--- src/rtl/qspi_target_responder_if.sv ---
// Purpose: QSPI target pins plus the byte-wide backing-memory port, bundled for one connection.
// Latency: none, wiring only.
// Backpressure: none; memory reads are request/valid pulses, writes are fire-and-forget strobes.
interface qspi_target_responder_if #(
    parameter int ADDR_W = 24
);
    logic              sclk;
    logic              cs_n;
    logic [3:0]        io_in;
    logic [3:0]        io_out;
    logic [3:0]        io_oe;
    logic [ADDR_W-1:0] mem_addr;
    logic              mem_rd_req;
    logic              mem_rd_valid;
    logic [7:0]        mem_rd_data;
    logic              mem_wr_en;
    logic [7:0]        mem_wr_data;
    logic              busy;
    logic              underrun;

    // responder side
    modport slave (
        input  sclk, cs_n, io_in, mem_rd_valid, mem_rd_data,
        output io_out, io_oe, mem_addr, mem_rd_req, mem_wr_en, mem_wr_data, busy, underrun
    );

    // bus controller plus memory model side
    modport master (
        output sclk, cs_n, io_in, mem_rd_valid, mem_rd_data,
        input  io_out, io_oe, mem_addr, mem_rd_req, mem_wr_en, mem_wr_data, busy, underrun
    );
endinterface

--- src/rtl/qspi_target_responder.sv ---
// Purpose: QSPI flash-style target; decodes cmd + 24-bit address, serves reads/writes from byte memory.
// Latency: pins are synchronised in 2 clk; io_out/io_oe change 3 clk after the SCLK falling pin edge.
// Backpressure: none; a read byte not back in time is sent as 0xFF and flags sticky underrun.
module qspi_target_responder #(
    parameter int ADDR_W     = 24,
    parameter int DUMMY_QUAD = 8
) (
    input  logic                    clk,
    input  logic                    reset,
    qspi_target_responder_if.slave  bus
);
    typedef enum logic [2:0] {IDLE, CMD, ADDR, DUMMY, RD_DATA, WR_DATA, IGNORE} state_t;

    localparam logic [7:0] CMD_READ  = 8'h03;
    localparam logic [7:0] CMD_QREAD = 8'h6B;
    localparam logic [7:0] CMD_PP    = 8'h02;
    localparam logic [7:0] CMD_QPP   = 8'h32;
    localparam logic [4:0] DUMMY_LAST = 5'(DUMMY_QUAD - 1);

    state_t            state_q, state_d;
    logic              sclk_meta, sclk_sync, sclk_prev;
    logic              cs_meta, cs_sync, cs_prev;
    logic [3:0]        io_meta, io_sync;
    logic [22:0]       sh;
    logic [7:0]        cmd;
    logic [4:0]        bit_cnt;
    logic [ADDR_W-1:0] addr;
    logic [7:0]        rd_buf, tx_sh, wr_sh, wr_dat_q;
    logic              buf_full, rd_req_q, wr_en_q, underrun_q;
    logic [2:0]        rd_out, tx_cnt, wr_cnt;
    logic [3:0]        io_out_q, io_oe_q;

    logic sclk_rise, sclk_fall, cs_fall, cs_rise;
    logic is_read, is_quad_rd, is_quad_wr, addr_done, byte_start, rd_issue, rd_take;
    logic [7:0]  cmd_next, next_byte;
    logic [23:0] addr_next;

    assign sclk_rise  = sclk_sync & ~sclk_prev;
    assign sclk_fall  = ~sclk_sync & sclk_prev;
    assign cs_fall    = ~cs_sync & cs_prev;
    assign cs_rise    = cs_sync & ~cs_prev;
    assign cmd_next   = {sh[6:0], io_sync[0]};
    assign addr_next  = {sh, io_sync[0]};
    assign is_quad_rd = (cmd == CMD_QREAD);
    assign is_quad_wr = (cmd == CMD_QPP);
    assign is_read    = (cmd == CMD_READ) || is_quad_rd;
    assign addr_done  = (state_q == ADDR) && sclk_rise && (bit_cnt == 5'd23) && !cs_rise;
    assign byte_start = (state_q == RD_DATA) && sclk_fall && (tx_cnt == 3'd0) && !cs_rise;
    assign rd_issue   = (addr_done && is_read) || byte_start;
    // a response only counts while a request of ours is still in flight
    assign rd_take    = bus.mem_rd_valid && (rd_out != 3'd0);
    assign next_byte  = buf_full ? rd_buf : 8'hFF;

    assign bus.io_out      = io_out_q;
    assign bus.io_oe       = io_oe_q;
    assign bus.mem_addr    = addr;
    assign bus.mem_rd_req  = rd_req_q;
    assign bus.mem_wr_en   = wr_en_q;
    assign bus.mem_wr_data = wr_dat_q;
    assign bus.busy        = (state_q != IDLE);
    assign bus.underrun    = underrun_q;

    // two-flop synchronisers plus previous-value registers for edge detection; CS_n idles high
    always_ff @(posedge clk or posedge reset) begin
        if (reset) begin
            {sclk_meta, sclk_sync, sclk_prev} <= 3'b000;
            {cs_meta, cs_sync, cs_prev}       <= 3'b111;
            io_meta <= 4'h0;
            io_sync <= 4'h0;
        end else begin
            sclk_meta <= bus.sclk;
            sclk_sync <= sclk_meta;
            sclk_prev <= sclk_sync;
            cs_meta   <= bus.cs_n;
            cs_sync   <= cs_meta;
            cs_prev   <= cs_sync;
            io_meta   <= bus.io_in;
            io_sync   <= io_meta;
        end
    end

    // state register
    always_ff @(posedge clk or posedge reset) begin
        if (reset) state_q <= IDLE;
        else       state_q <= state_d;
    end

    // next-state decode; CS_n deassertion overrides everything
    always_comb begin
        state_d = state_q;
        if (cs_rise) begin
            state_d = IDLE;
        end else begin
            case (state_q)
                IDLE:  if (cs_fall) state_d = CMD;
                CMD:   if (sclk_rise && bit_cnt == 5'd7) begin
                           if (cmd_next == CMD_READ || cmd_next == CMD_QREAD ||
                               cmd_next == CMD_PP || cmd_next == CMD_QPP)
                               state_d = ADDR;
                           else
                               state_d = IGNORE;
                       end
                ADDR:  if (addr_done) begin
                           if (is_quad_rd)           state_d = DUMMY;
                           else if (cmd == CMD_READ) state_d = RD_DATA;
                           else                      state_d = WR_DATA;
                       end
                DUMMY: if (sclk_rise && bit_cnt == DUMMY_LAST) state_d = RD_DATA;
                default: state_d = state_q;
            endcase
        end
    end

    // datapath: shifting, read buffer, transmit shifter, write assembly, memory strobes
    always_ff @(posedge clk or posedge reset) begin
        if (reset) begin
            sh <= '0; cmd <= '0; bit_cnt <= '0; addr <= '0;
            rd_buf <= '0; buf_full <= 1'b0; rd_out <= '0;
            tx_sh <= '0; tx_cnt <= '0; wr_sh <= '0; wr_cnt <= '0;
            io_out_q <= '0; io_oe_q <= '0;
            rd_req_q <= 1'b0; wr_en_q <= 1'b0; wr_dat_q <= '0; underrun_q <= 1'b0;
        end else begin
            rd_req_q <= 1'b0;
            wr_en_q  <= 1'b0;
            if (cs_rise) begin
                // frame over: release the pads, drop partial bytes and pending responses
                io_oe_q <= '0; io_out_q <= '0; rd_out <= '0; buf_full <= 1'b0;
                tx_cnt <= '0; wr_cnt <= '0; bit_cnt <= '0;
            end else begin
                case (state_q)
                    IDLE: if (cs_fall) begin
                        bit_cnt <= '0; underrun_q <= 1'b0; tx_cnt <= '0; wr_cnt <= '0;
                    end
                    CMD: if (sclk_rise) begin
                        sh <= addr_next[22:0];
                        if (bit_cnt == 5'd7) begin
                            cmd <= cmd_next;
                            bit_cnt <= '0;
                        end else begin
                            bit_cnt <= bit_cnt + 5'd1;
                        end
                    end
                    ADDR: if (sclk_rise) begin
                        sh <= addr_next[22:0];
                        if (bit_cnt == 5'd23) begin
                            addr <= addr_next[ADDR_W-1:0];
                            bit_cnt <= '0;
                            rd_req_q <= is_read;
                        end else begin
                            bit_cnt <= bit_cnt + 5'd1;
                        end
                    end
                    DUMMY: if (sclk_rise) bit_cnt <= bit_cnt + 5'd1;
                    RD_DATA: if (sclk_fall) begin
                        io_oe_q <= is_quad_rd ? 4'b1111 : 4'b0010;
                        if (tx_cnt == 3'd0) begin
                            // new byte: take the buffer (or 0xFF filler) and prefetch the next one
                            buf_full <= 1'b0;
                            addr     <= addr + ADDR_W'(1);
                            rd_req_q <= 1'b1;
                            if (!buf_full) underrun_q <= 1'b1;
                            if (is_quad_rd) begin
                                io_out_q <= next_byte[7:4];
                                tx_sh    <= {next_byte[3:0], 4'h0};
                                tx_cnt   <= 3'd1;
                            end else begin
                                io_out_q <= {2'b00, next_byte[7], 1'b0};
                                tx_sh    <= {next_byte[6:0], 1'b0};
                                tx_cnt   <= 3'd7;
                            end
                        end else begin
                            tx_cnt <= tx_cnt - 3'd1;
                            if (is_quad_rd) begin
                                io_out_q <= tx_sh[7:4];
                                tx_sh    <= {tx_sh[3:0], 4'h0};
                            end else begin
                                io_out_q <= {2'b00, tx_sh[7], 1'b0};
                                tx_sh    <= {tx_sh[6:0], 1'b0};
                            end
                        end
                    end
                    WR_DATA: begin
                        // address advances the clk after the strobe so the strobe sees the old one
                        if (wr_en_q) addr <= addr + ADDR_W'(1);
                        if (sclk_rise) begin
                            if (is_quad_wr) begin
                                wr_sh <= {wr_sh[3:0], io_sync};
                                if (wr_cnt == 3'd1) begin
                                    wr_en_q  <= 1'b1;
                                    wr_dat_q <= {wr_sh[3:0], io_sync};
                                    wr_cnt   <= '0;
                                end else begin
                                    wr_cnt <= wr_cnt + 3'd1;
                                end
                            end else begin
                                wr_sh <= {wr_sh[6:0], io_sync[0]};
                                if (wr_cnt == 3'd7) begin
                                    wr_en_q  <= 1'b1;
                                    wr_dat_q <= {wr_sh[6:0], io_sync[0]};
                                    wr_cnt   <= '0;
                                end else begin
                                    wr_cnt <= wr_cnt + 3'd1;
                                end
                            end
                        end
                    end
                    default: ;
                endcase
                // a response landing on a byte start counts as late and serves the following byte
                if (rd_take) begin
                    rd_buf   <= bus.mem_rd_data;
                    buf_full <= 1'b1;
                end
                rd_out <= rd_out + 3'(rd_issue) - 3'(rd_take);
            end
        end
    end
endmodule

--- src/flat_wrapper.sv ---
// flat-port wrapper written by rule: the top's interface ports become plain ports
module qspi_target_responder_flat 
#(
    parameter int ADDR_W     = 24,
    parameter int DUMMY_QUAD = 8
)
  (clk, reset, bus_sclk, bus_cs_n, bus_io_in, bus_mem_rd_valid, bus_mem_rd_data, bus_io_out, bus_io_oe, bus_mem_addr, bus_mem_rd_req, bus_mem_wr_en, bus_mem_wr_data, bus_busy, bus_underrun);
  qspi_target_responder_if #(.ADDR_W(ADDR_W)) bus_i ();
  input  logic clk;
  input  logic reset;
  input wire logic [$bits(bus_i.sclk)-1:0] bus_sclk;
  input wire logic [$bits(bus_i.cs_n)-1:0] bus_cs_n;
  input wire logic [$bits(bus_i.io_in)-1:0] bus_io_in;
  input wire logic [$bits(bus_i.mem_rd_valid)-1:0] bus_mem_rd_valid;
  input wire logic [$bits(bus_i.mem_rd_data)-1:0] bus_mem_rd_data;
  output wire logic [$bits(bus_i.io_out)-1:0] bus_io_out;
  output wire logic [$bits(bus_i.io_oe)-1:0] bus_io_oe;
  output wire logic [$bits(bus_i.mem_addr)-1:0] bus_mem_addr;
  output wire logic [$bits(bus_i.mem_rd_req)-1:0] bus_mem_rd_req;
  output wire logic [$bits(bus_i.mem_wr_en)-1:0] bus_mem_wr_en;
  output wire logic [$bits(bus_i.mem_wr_data)-1:0] bus_mem_wr_data;
  output wire logic [$bits(bus_i.busy)-1:0] bus_busy;
  output wire logic [$bits(bus_i.underrun)-1:0] bus_underrun;
  assign bus_i.sclk = bus_sclk;
  assign bus_i.cs_n = bus_cs_n;
  assign bus_i.io_in = bus_io_in;
  assign bus_i.mem_rd_valid = bus_mem_rd_valid;
  assign bus_i.mem_rd_data = bus_mem_rd_data;
  assign bus_io_out = bus_i.io_out;
  assign bus_io_oe = bus_i.io_oe;
  assign bus_mem_addr = bus_i.mem_addr;
  assign bus_mem_rd_req = bus_i.mem_rd_req;
  assign bus_mem_wr_en = bus_i.mem_wr_en;
  assign bus_mem_wr_data = bus_i.mem_wr_data;
  assign bus_busy = bus_i.busy;
  assign bus_underrun = bus_i.underrun;
  qspi_target_responder #(.ADDR_W(ADDR_W), .DUMMY_QUAD(DUMMY_QUAD)) u_core (.clk(clk), .reset(reset), .bus(bus_i));
endmodule
--- config.mk ---
export PLATFORM = sky130hd
export DESIGN_NAME = qspi_target_responder_flat
export DESIGN_NICKNAME = d
export VERILOG_FILES = /design/src/rtl/qspi_target_responder_if.sv /design/src/rtl/qspi_target_responder.sv /design/src/flat_wrapper.sv
export SDC_FILE = /design/constraint.sdc
export NUM_CORES = 1
export LEC_CHECK = 0
export BUFFER_PORTS_ARGS = -buffer_cell sky130_fd_sc_hd__clkbuf_2
export CAP_MARGIN = 20
export CORE_MARGIN = 5
export CORE_UTILIZATION = 63
export CTS_CLUSTER_DIAMETER = 120
export DETAILED_ROUTE_END_ITERATION = 10
export GPL_TIMING_DRIVEN = 0
export PLACE_DENSITY = 0.84
export SKIP_LAST_GASP = 1
export SYNTH_ARGS = -nofsm -noshare
export SYNTH_HDL_FRONTEND = slang
export SYNTH_SLANG_ARGS = --single-unit
export TNS_END_PERCENT = 5
--- constraint.sdc ---
create_clock -name clk -period 8.85 [get_ports clk]
set_input_delay 2.2125 -clock clk [delete_from_list [all_inputs] [get_ports clk]]
set_output_delay 2.2125 -clock clk [all_outputs]
set_load 0.02 [all_outputs]
## Yosys cells after proc, flatten, opt, wreduce, memory -nomap -nowiden

Index checks and enable logic that the tools add are counted.

| word-level totals | value |
|---|---|
| register bits | 129 |
| bits in latches | 0 |
| RAM bits | 0 |
| bits in read-only memories | 0 |
| bits of input ports | 17 |
| output and inout port bits | 44 |
| memories | 0 |

| operators by class | value |
|---|---|
| $add $sub $neg | 6 |
| $mul | 0 |
| divide/modulo/power cells | 0 |
| magnitude comparators | 0 |
| equality and inequality tests | 33 |
| shift operators | 0 |
| mux-type cells | 76 |
| bitwise operators | 9 |
| reductions and logical operators | 45 |

Operators with widths:

| cell | number |
|---|---|
| $mux 24 | 5 |
| $pmux 24 s3 | 1 |
| $mux 8 | 7 |
| $mux 3 | 18 |
| $mux 4 | 10 |
| $mux 5 | 7 |
| $ne 3x1->1 const B | 9 |
| $add 24x1->24 const B | 1 |
| $eq 8x2->1 const B | 3 |
| $reduce_bool 3->1 | 8 |
| $mux 1 | 21 |
| $pmux 5 s4 | 1 |
| $reduce_and 3->1 | 6 |
| $eq 8x6->1 const B | 2 |
| $eq 8x7->1 const B | 2 |
| $reduce_and 5->1 | 3 |
| $pmux 3 s2 | 2 |
| $pmux 3 s4 | 1 |
| $eq 3x3->1 const B | 3 |
| $logic_and 1x1->1 | 9 |
| $ne 2x1->1 const B | 4 |
| $ne 2x2->1 const B | 4 |
| $reduce_bool 2->1 | 4 |
| $mux 7 | 1 |
| other kinds (21) | 37 |

## Longest topological paths before layout

Gate-level depths: netlist (run 1).

| depth | value |
|---|---|
| depth after elaboration | 10 |
| mapped depth | 13 |

## Worst setup path after synthesis (run 1)

No wires, ideal clock.

| timing | value |
|---|---|
| kind | input -> register |
| start | input bus_mem_rd_valid |
| end | register u_core.rd_out[2] |
| setup time | 0.132 ns |
| arrival | 3.546 ns |
| setup slack | 5.172 ns |
| cell stages on the path | 10 |
| path buffers | 0 |
| path through | o31ai_1 > inv_1 > ha_1 > inv_1 > ha_1 > inv_1 > fa_1 > xor2_1 > xnor2_1 > nor2_1 |

| on the way | value |
|---|---|
| word-level cells in the longest chain between the ends | 3 |

Ends and longest elaborated chain:

| item | RTL line | text |
|---|---|---|
| from (decl) | flat_wrapper.sv:14 | `input wire logic [$bits(bus_i.mem_rd_valid)-1:0] bus_mem_rd_valid;` |
| $logic_and 1x1->1 | qspi_target_responder.sv:51 | `assign rd_take = bus.mem_rd_valid && (rd_out != 3'd0);` |
| $sub 3x1->3 | qspi_target_responder.sv:214 | `rd_out <= rd_out + 3'(rd_issue) - 3'(rd_take);` |
| $mux 3 | qspi_target_responder.sv:125 | `if (cs_rise) begin` |
| to (signal assigned) | qspi_target_responder.sv:214 |  |
| to (decl) | qspi_target_responder.sv:30 | `logic [2:0] rd_out, tx_cnt, wr_cnt;` |

No other way between the ends.
A chain may end at the register's enable or synchronous reset.

## Final worst setup path (run 1)

| timing | value |
|---|---|
| start | register u_core.state_q[0] |
| end | output bus_busy |

| on the way | value |
|---|---|
| word-level cells in the longest chain between the ends | 1 |

Ends and longest elaborated chain:

| item | RTL line | text |
|---|---|---|
| from (decl) | qspi_target_responder.sv:20 | `state_t state_q, state_d;` |
| from (signal assigned) | qspi_target_responder.sv:85 | `else state_q <= state_d;` |
| $reduce_bool 3->1 | qspi_target_responder.sv:60 | `assign bus.busy = (state_q != IDLE);` |
| to (decl) | flat_wrapper.sv:22 | `output wire logic [$bits(bus_i.busy)-1:0] bus_busy;` |

No other way between the ends.

==> run metrics, run 1 <==
status=completed; Storage cell area=3160 sq um; wire length on met2=between 7000 and 8000 microns; origin of the worst setup path=u_core.state_q[0]$_DFFE_PP0P_; capture instance of the worst register-to-register path=u_core.bus.mem_addr[12]$_DFFE_PP0P_; Avg Inst Size Synth=10.6 sq um; Placed Area=roughly 6500 sq um; sequential element share of the synthesized area=52.4%; cts hold-fix bufs=0; Multi-input gate area=roughly 2700 sq um; CP endpoint kind=output port; maximum capacitance violations=0; estimated wirelength of the detail-placed design=about 9600 microns; weighted congestion at the end of routability-driven global placement=0.915; end of the worst hold path=u_core.io_sync[2]$_DFF_PP0_; Syn-to-layout area delta=17.6%; I/O pin count=approximately 60; number of distinct library cell variants in the gate-level netlist after synthesis=64; ANT cells=0; number of buffers created by CTS=17; cell count of the worst hold path=0; Total Negative Setup Slacks=0 ns; Worst Setup Start Kind=flip-flop; Die W=roughly 110 microns; unrepaired setup endpoints after global routing=false; Synth Register Bits=126; number of enable flip-flop cells after synthesis=0; Worst Hold Launch=u_core.io_meta[2]$_DFF_PP0_; async set-reset flop share out of synthesis=100%; H-tree lvl count=4; initial standard-cell utilization of the core=64.8%; WL met3=about 990 microns; First-pass DRT Iterations=7; remaining routing DRC violations=0; vias after detailed routing=slightly below 5000; Max transition margin=a little over 40%; register-to-register setup slack=about 5.8 ns; data arrival time of the critical path=roughly 1.8 ns; clock edge transition at the registers on the reported setup and hold paths=0.06 ns; minimum period implied by the final worst setup slack=just under 4 ns; Worst-Margin Slew=~0.9 ns; Hold Vio Cnt, Final=0; mapped cell area=about 6000 sq um; clock latency at the later pin of the worst-skew pair=around 0.53 ns; top routing layer in use=met4; total gr overflow=0; number of buffers inserted to repair setup after CTS=0; Die Area=11600 sq um; antenna violations before repair=0; Req. time, crit path=~6.6 ns; global-route usage over all layers=about a quarter; die height=about 110 microns; first-pass GRT wire length=24000 microns; net count of the finished layout=678; Synthesized Nets=slightly below 600; final period utilization=between 40% and 50%; ratio of routed vias to standard cells=~6.2; Max stage delay cell, worst path=nor2_1; post-CTS sizing=0; Worst VDD drop=around 0.19 mV; CTS root buf=clkbuf_8; Power Dens Cells=around 270 nW/um^2; critical path type=reg -> out; Port-buffer cells=60; worst stage delay on the critical path=approximately 0.4 ns; prevailing post-synth register cell=dfrtp_1; count of pins over their slew limit=0; fraction of final layout cells with drive strength greater than 1=around a quarter; violation count after the first detailed-routing iteration=between 300 and 400; Final Setup Violations=0; area inside the core boundary=around 9300 sq um; Core Rows=35; buffer levels on the longest clock path=2; fillers=624; Hold Path Class=reg -> reg; maximum fanout count along the critical path=8; routed wire length per instance=about 18 microns; Worst Reg2Reg Path Length in Cells=11; static leakage=around 3.2 nW; Gate Count Post-Synth=570; wl on met1=5840 microns; TritonCTS Sinks=~130; reg-to-reg critical path startpoint=u_core.tx_cnt[0]$_DFFE_PP0P_; maximum number of pins on one net before global-route repair=about 110; post-route standard cell area excluding fillers=slightly above 7000 sq um; via count of the first global-routing pass=approximately 4900; Yosys warning count=0; Routed WL=between 10000 and 15000 microns; Routed Antenna Nets=0; Fmax=~250 MHz; clock tree from TritonCTS=done; Clock Skew=0.00921 ns; CP cell instances=clkbuf_1 > nor2_1 > nand2_1 > clkbuf_2
## metal layers
metal	vias up	track usage, %
li1	2263	-
met1	2434	33.5
met2	221	42.8
met3	29	7.20
met4	0	10.9
met5	-	0
## flip-flops by register name, summed over array words and instances, names as in the netlist, 5 cells and up
signal and cells:
u_core.tx_sh 7, u_core.bus.mem_wr_data 8, u_core.cmd 8, u_core.bus.mem_addr 24, u_core.wr_sh 7, u_core.bit_cnt 5
u_core.sh 23, u_core.rd_buf 8
## cells in the mapped netlist (2+ instances only)
| cell type | number | area share [%] |
|---|---|---|
| dfrtp_1 | 123 | 51 |
| a21oi_1 | 56 | 4.7 |
| nor2_1 | 52 | 3.2 |
| mux2_2 | 47 | 8.8 |
| nand2_1 | 47 | 2.9 |
| o21ai_0 | 25 | 2.1 |
| clkbuf_1 | 23 | 1.4 |
| o22ai_1 | 15 | 1.6 |
| inv_1 | 14 | 0.87 |
| nand3_1 | 13 | 1.1 |
| mux2i_1 | 12 | 2.0 |
| nand4_1 | 10 | 1.0 |
| a31oi_1 | 9 | 0.94 |
| ha_1 | 9 | 1.9 |
| nand2b_1 | 8 | 0.83 |
| nor3_1 | 8 | 0.67 |
| o22a_1 | 8 | 1.2 |
| nand3b_1 | 6 | 0.75 |
| and4_1 | 5 | 0.73 |
| buf_2 | 5 | 0.42 |
| and2_1 | 4 | 0.42 |
| or3_1 | 4 | 0.42 |
| a211oi_1 | 3 | 0.37 |
| a22o_1 | 3 | 0.44 |
| a22oi_1 | 3 | 0.37 |
| a2bb2oi_1 | 3 | 0.44 |
| dfstp_2 | 3 | 1.3 |
| a21oi_2 | 2 | 0.29 |
| a221o_1 | 2 | 0.33 |
| buf_4 | 2 | 0.25 |
| buf_6 | 2 | 0.37 |
| nand4b_1 | 2 | 0.29 |
| nor2b_1 | 2 | 0.21 |
| nor4_1 | 2 | 0.21 |
| nor4_2 | 2 | 0.42 |
| o211ai_1 | 2 | 0.25 |
| o2bb2a_1 | 2 | 0.33 |
| o31ai_1 | 2 | 0.25 |
| o32ai_1 | 2 | 0.29 |
| or2_2 | 2 | 0.21 |
| or4_4 | 2 | 0.37 |
| xnor2_1 | 2 | 0.29 |
## worst max-delay path by stage
stage                                     to
2_1_floorplan  u_core.bit_cnt[0]$_DFFE_PP0P_
3_3_place_gp       u_core.sh[14]$_DFFE_PP0P_
3_5_place_dp      u_core.rd_out[2]$_DFF_PP0_
4_1_cts                             bus_busy
5_1_grt                             bus_busy
6_report                            bus_busy
## worst max-delay path, delay by kind of cell, from the launching register on
family	cells	cell delay [ns]
buffers and inverters	2	0.39
AND/OR/NAND/NOR	2	0.51
flip-flops	1	0.36
## cell type report
type                            count  share of cell area (%)
Sequential cell                   126                    44.6
Multi-Input combinational cell    398                    37.6
Clock buffer                       20                    6.29
Timing Repair Buffer               62                    4.70
Tap cell                          129                    2.28
Buffer                             32                    2.10
Clock inverter                     12                    1.59
Inverter                           14                   0.813
## cell usage in the layout (no fill, tap or decap), types with 15 or more instances in the layout
cell type	Yosys	layout
nand2_1	47	47
o21ai_0	25	25
clkbuf_1	23	24
mux2_2	47	47
dfrtp_1	123	123
clkbuf_16	0	16
a21oi_1	56	56
o22ai_1	15	15
clkbuf_2	0	60
nor2_1	52	52
## report_power, final
| group | switching (mW) | internal [mW] | total [mW] |
|---|---|---|---|
| clock network | 0.259 | 0.389 | 0.648 |
| registers | 0.129 | 0.692 | 0.821 |
| logic | 0.238 | 0.174 | 0.411 |
## cells by family after synthesis
logic type	count (synthesis)	synth area share [%]
simple gates	177	15.0
compound gates	148	15.5
flops	126	52.4
mux	60	11.0
buf+inv	46	3.35
fa+ha+maj	10	2.20
xor+xnor	3	0.437
## metrics by stage
stage	power [mW]	util (%)	hold slack, ns	std cells	setup slack, ns
3_5_place_dp	1.23	70.2	0.335	761	4.88
4_1_cts	1.88	76.2	0.348	793	4.89
2_1_floorplan	1.08	-	0.331	570	3.29
6_report	1.88	76.2	0.346	793	4.87
5_1_grt	1.98	76.2	0.362	793	4.78
3_3_place_gp	1.20	69.8	0.332	759	2.08
No activity file was read; power rests on OpenSTA's default activity.
==> run 2, diff against run 1 <==
ABC_AREA = 1   (was not set)
CORE_UTILIZATION = 60   (was 63)
PLACE_DENSITY = 0.81   (was 0.84)
clock period = 4 ns   (was 8.85 ns; I/O delays follow)
==> run metrics, run 2 <==
Yosys warning count=0 (unchanged); remaining routing DRC violations=2 (+2); sequential element share of the synthesized area=48.6% (-3.8 points); Synth Register Bits=126 (unchanged); CTS root buf=clkbuf_8; Die Area=13000 sq um (+12%); Die W=114 microns (+5.8%); via count of the first global-routing pass=5543 (+12%); Hold Slack=0.345 ns (-0.000985 ns); reg-to-reg critical path startpoint=u_core.tx_cnt[0]$_DFFE_PP0P_; Routed WL=15500 microns (+8.5%); Worst Setup Start Kind=flip-flop; global-route usage over all layers=25.3% (-1.1 points); mapped cell area=6490 sq um (+7.9%); routed wire length per instance=14.2 microns (-21%); area inside the core boundary=10700 sq um (+16%); Hold Vio Cnt, Final=0 (unchanged); static leakage=3.85 nW (+19%); ANT cells=0 (unchanged); Synthesized Nets=887 (+49%); Syn-to-layout area delta=17.0%; buffer levels on the longest clock path=2 (unchanged); Avg Inst Size Synth=7.55 sq um (-29%); die height=114 microns (+5.8%); fraction of final layout cells with drive strength greater than 1=15.7% (-9.6 points); Fmax=about 370 MHz; largest cells by area after synthesis=dfrtp_1, nand2_1, nor2_1; Port-buffer cells=60 (unchanged); I/O pin count=61 (unchanged); antenna violations before repair=0 (unchanged); critical path type=reg -> reg; status=finished with violations; minimum period implied by the final worst setup slack=approximately 2.7 ns; violated checks=design-rule violations; total gr overflow=0 (unchanged); final period utilization=roughly 68%; largest area contributor in the synthesized netlist=dfrtp_1; Hold Path Class=reg -> reg; Worst Reg2Reg Path Length in Cells=13 (+2); number of buffers created by CTS=17 (unchanged); proportion of netlist area held by the largest area contributor=47.4% (-3.7 points); Gate Count Post-Synth=860 (+51%); ranking of synthesized cells by instance count=nand2_1, dfrtp_1, nor2_1; origin of the worst setup path=u_core.tx_cnt[0]$_DFFE_PP0P_; most numerous cell in the Yosys netlist=nand2_1; Total Negative Setup Slacks=0 ns (unchanged); maximum capacitance violations=0 (unchanged); Max transition margin=52.0% (+12 points); CP endpoint kind=flip-flop; vias after detailed routing=5858 (+18%); count of pins over their slew limit=0 (unchanged); Worst Hold Launch=u_core.sclk_meta$_DFF_PP0_; Power Dens Cells=723 nW/um^2 (+170%); clock latency at the later pin of the worst-skew pair=0.53 ns (about the same); TritonCTS Sinks=126 (unchanged); async set-reset flop share out of synthesis=100% (unchanged); Routed Antenna Nets=0 (unchanged); most common library cell in the layout ignoring fill and taps=nand2_1; Core Rows=38 (+8.6%); unrepaired setup endpoints after global routing=false; violation count after the first detailed-routing iteration=542 (+67%); Final Setup Violations=0 (unchanged); prevailing post-synth register cell=dfrtp_1; ratio of routed vias to standard cells=5.35 (-14%); post-CTS sizing=0 (unchanged); estimated wirelength of the detail-placed design=11000 microns (+15%); weighted congestion at the end of routability-driven global placement=0.944 (+3.2%); first-pass GRT wire length=26200 microns (+8.8%); Clock Skew=0.00975 ns (+0.000542 ns); H-tree lvl count=4 (unchanged); number of distinct library cell variants in the gate-level netlist after synthesis=37 (-42%); cts hold-fix bufs=0 (unchanged); maximum fanout count along the critical path=10 (+2); Worst VDD drop=0.466 mV (+140%); top library cells by usage in the layout, fill and taps aside=nand2_1, dfrtp_1, nor2_1; initial standard-cell utilization of the core=60.4% (-4.4 points); cell count of the worst hold path=0 (unchanged); First-pass DRT Iterations=8 (+1); number of buffers inserted to repair setup after CTS=0 (unchanged); clock edge transition at the registers on the reported setup and hold paths=0.06 ns (about the same); net count of the finished layout=969 (+43%); data arrival time of the critical path=3.15 ns (+1.39 ns); clock tree from TritonCTS=done; flip-flop count of the largest register, all copies and words added=24 (unchanged); Worst-Margin Slew=0.717 ns (-0.170 ns); maximum number of pins on one net before global-route repair=41 (-62%); number of enable flip-flop cells after synthesis=0 (unchanged); Req. time, crit path=4.41 ns (-2.23 ns)
-- run 2: cell count changes in the layout (fill, tap and decap cells not counted), moves of 22 or more --
| cell | change |
|---|---|
| nand3_1 | +48 |
| mux2_2 | -41 |
| o21ai_0 | +28 |
| nor2_1 | +41 |
| o21ai_1 | +22 |
| inv_1 | +70 |
| nand2_1 | +259 |
| a21oi_1 | -37 |
-- run 2: power breakdown --
part,switching [mW],internal [mW]
logic,1.31,0.672
registers,0.383,1.65
clock network,0.533,0.946
total,2.22,3.27
-- run 2: worst paths after layout --
kind	endpoint	slack, ns
setup / recovery	u_core.rd_out[2]$_DFF_PP0_	1.26
hold / removal	u_core.sclk_sync$_DFF_PP0_	0.35
setup reg to reg	u_core.rd_out[2]$_DFF_PP0_	1.26
hold reg to reg	u_core.sclk_sync$_DFF_PP0_	0.35
max in group asynchronous	u_core.bus.mem_addr[0]$_DFFE_PP0P_	2.61
min in group asynchronous	u_core.rd_out[2]$_DFF_PP0_	0.54
-- run 2: critical path, cell delays in order, from the launching register on --
cell	delay (ns)
dfrtp_1	0.38
inv_1	0.08
ha_1	0.15
ha_1	0.13
clkbuf_1	0.27
clkinv_1	0.33
nor2_1	0.27
a31oi_1	0.09
nor2_1	0.11
ha_1	0.16
inv_1	0.06
fa_1	0.37
o21ai_0	0.17
a21oi_1	0.05
-- run 2: cell families (layout without fill, tap and decap cells) --
| logic type | count (synthesis) | count (layout) | synth area share (%) |
|---|---|---|---|
| AND/OR/NAND/NOR | 492 | 492 | 31.6 |
| flip-flops | 126 | 126 | 48.6 |
| buffers and inverters | 115 | 209 | 7.28 |
| AO/OA/AOI/OAI | 105 | 105 | 8.60 |
| adder cells (fa/ha/maj) | 10 | 10 | 2.04 |
| XOR/XNOR | 6 | 6 | 0.810 |
| multiplexers | 6 | 6 | 1.04 |
-- run 2: layer usage --
| layer | global-route usage [%] | share of wire, % |
|---|---|---|
| met5 | 0 | 0 |
| met4 | 10.6 | 2.5 |
| met3 | 5.73 | 6.0 |
| met2 | 40.2 | 48 |
| met1 | 33.6 | 44 |
-- run 2: cell type report --
cell class              instances  area, sq um
plain buffers                  24          131
fillers                       900         3150
multi-input cells             619         2860
clock inverters                 6         82.6
flip-flops and latches        126         3160
well taps                     140          175
repair buffers                 63          360
inverters                      91          345
clock buffers                  25          484
-- run 2: stage by stage --
step	cell area (sq um)	cells	setup WS [ns]	utilization, %	total power, mW
3_5_place_dp	7030	1063	1.30	65.4	3.96
4_1_cts	7600	1094	1.29	70.7	5.47
5_1_grt	7600	1094	1.04	70.7	5.89
2_1_floorplan	6500	860	1.45	-	3.40
6_report	7600	1094	1.26	70.7	5.49
3_3_place_gp	6970	1060	0.655	64.9	3.90
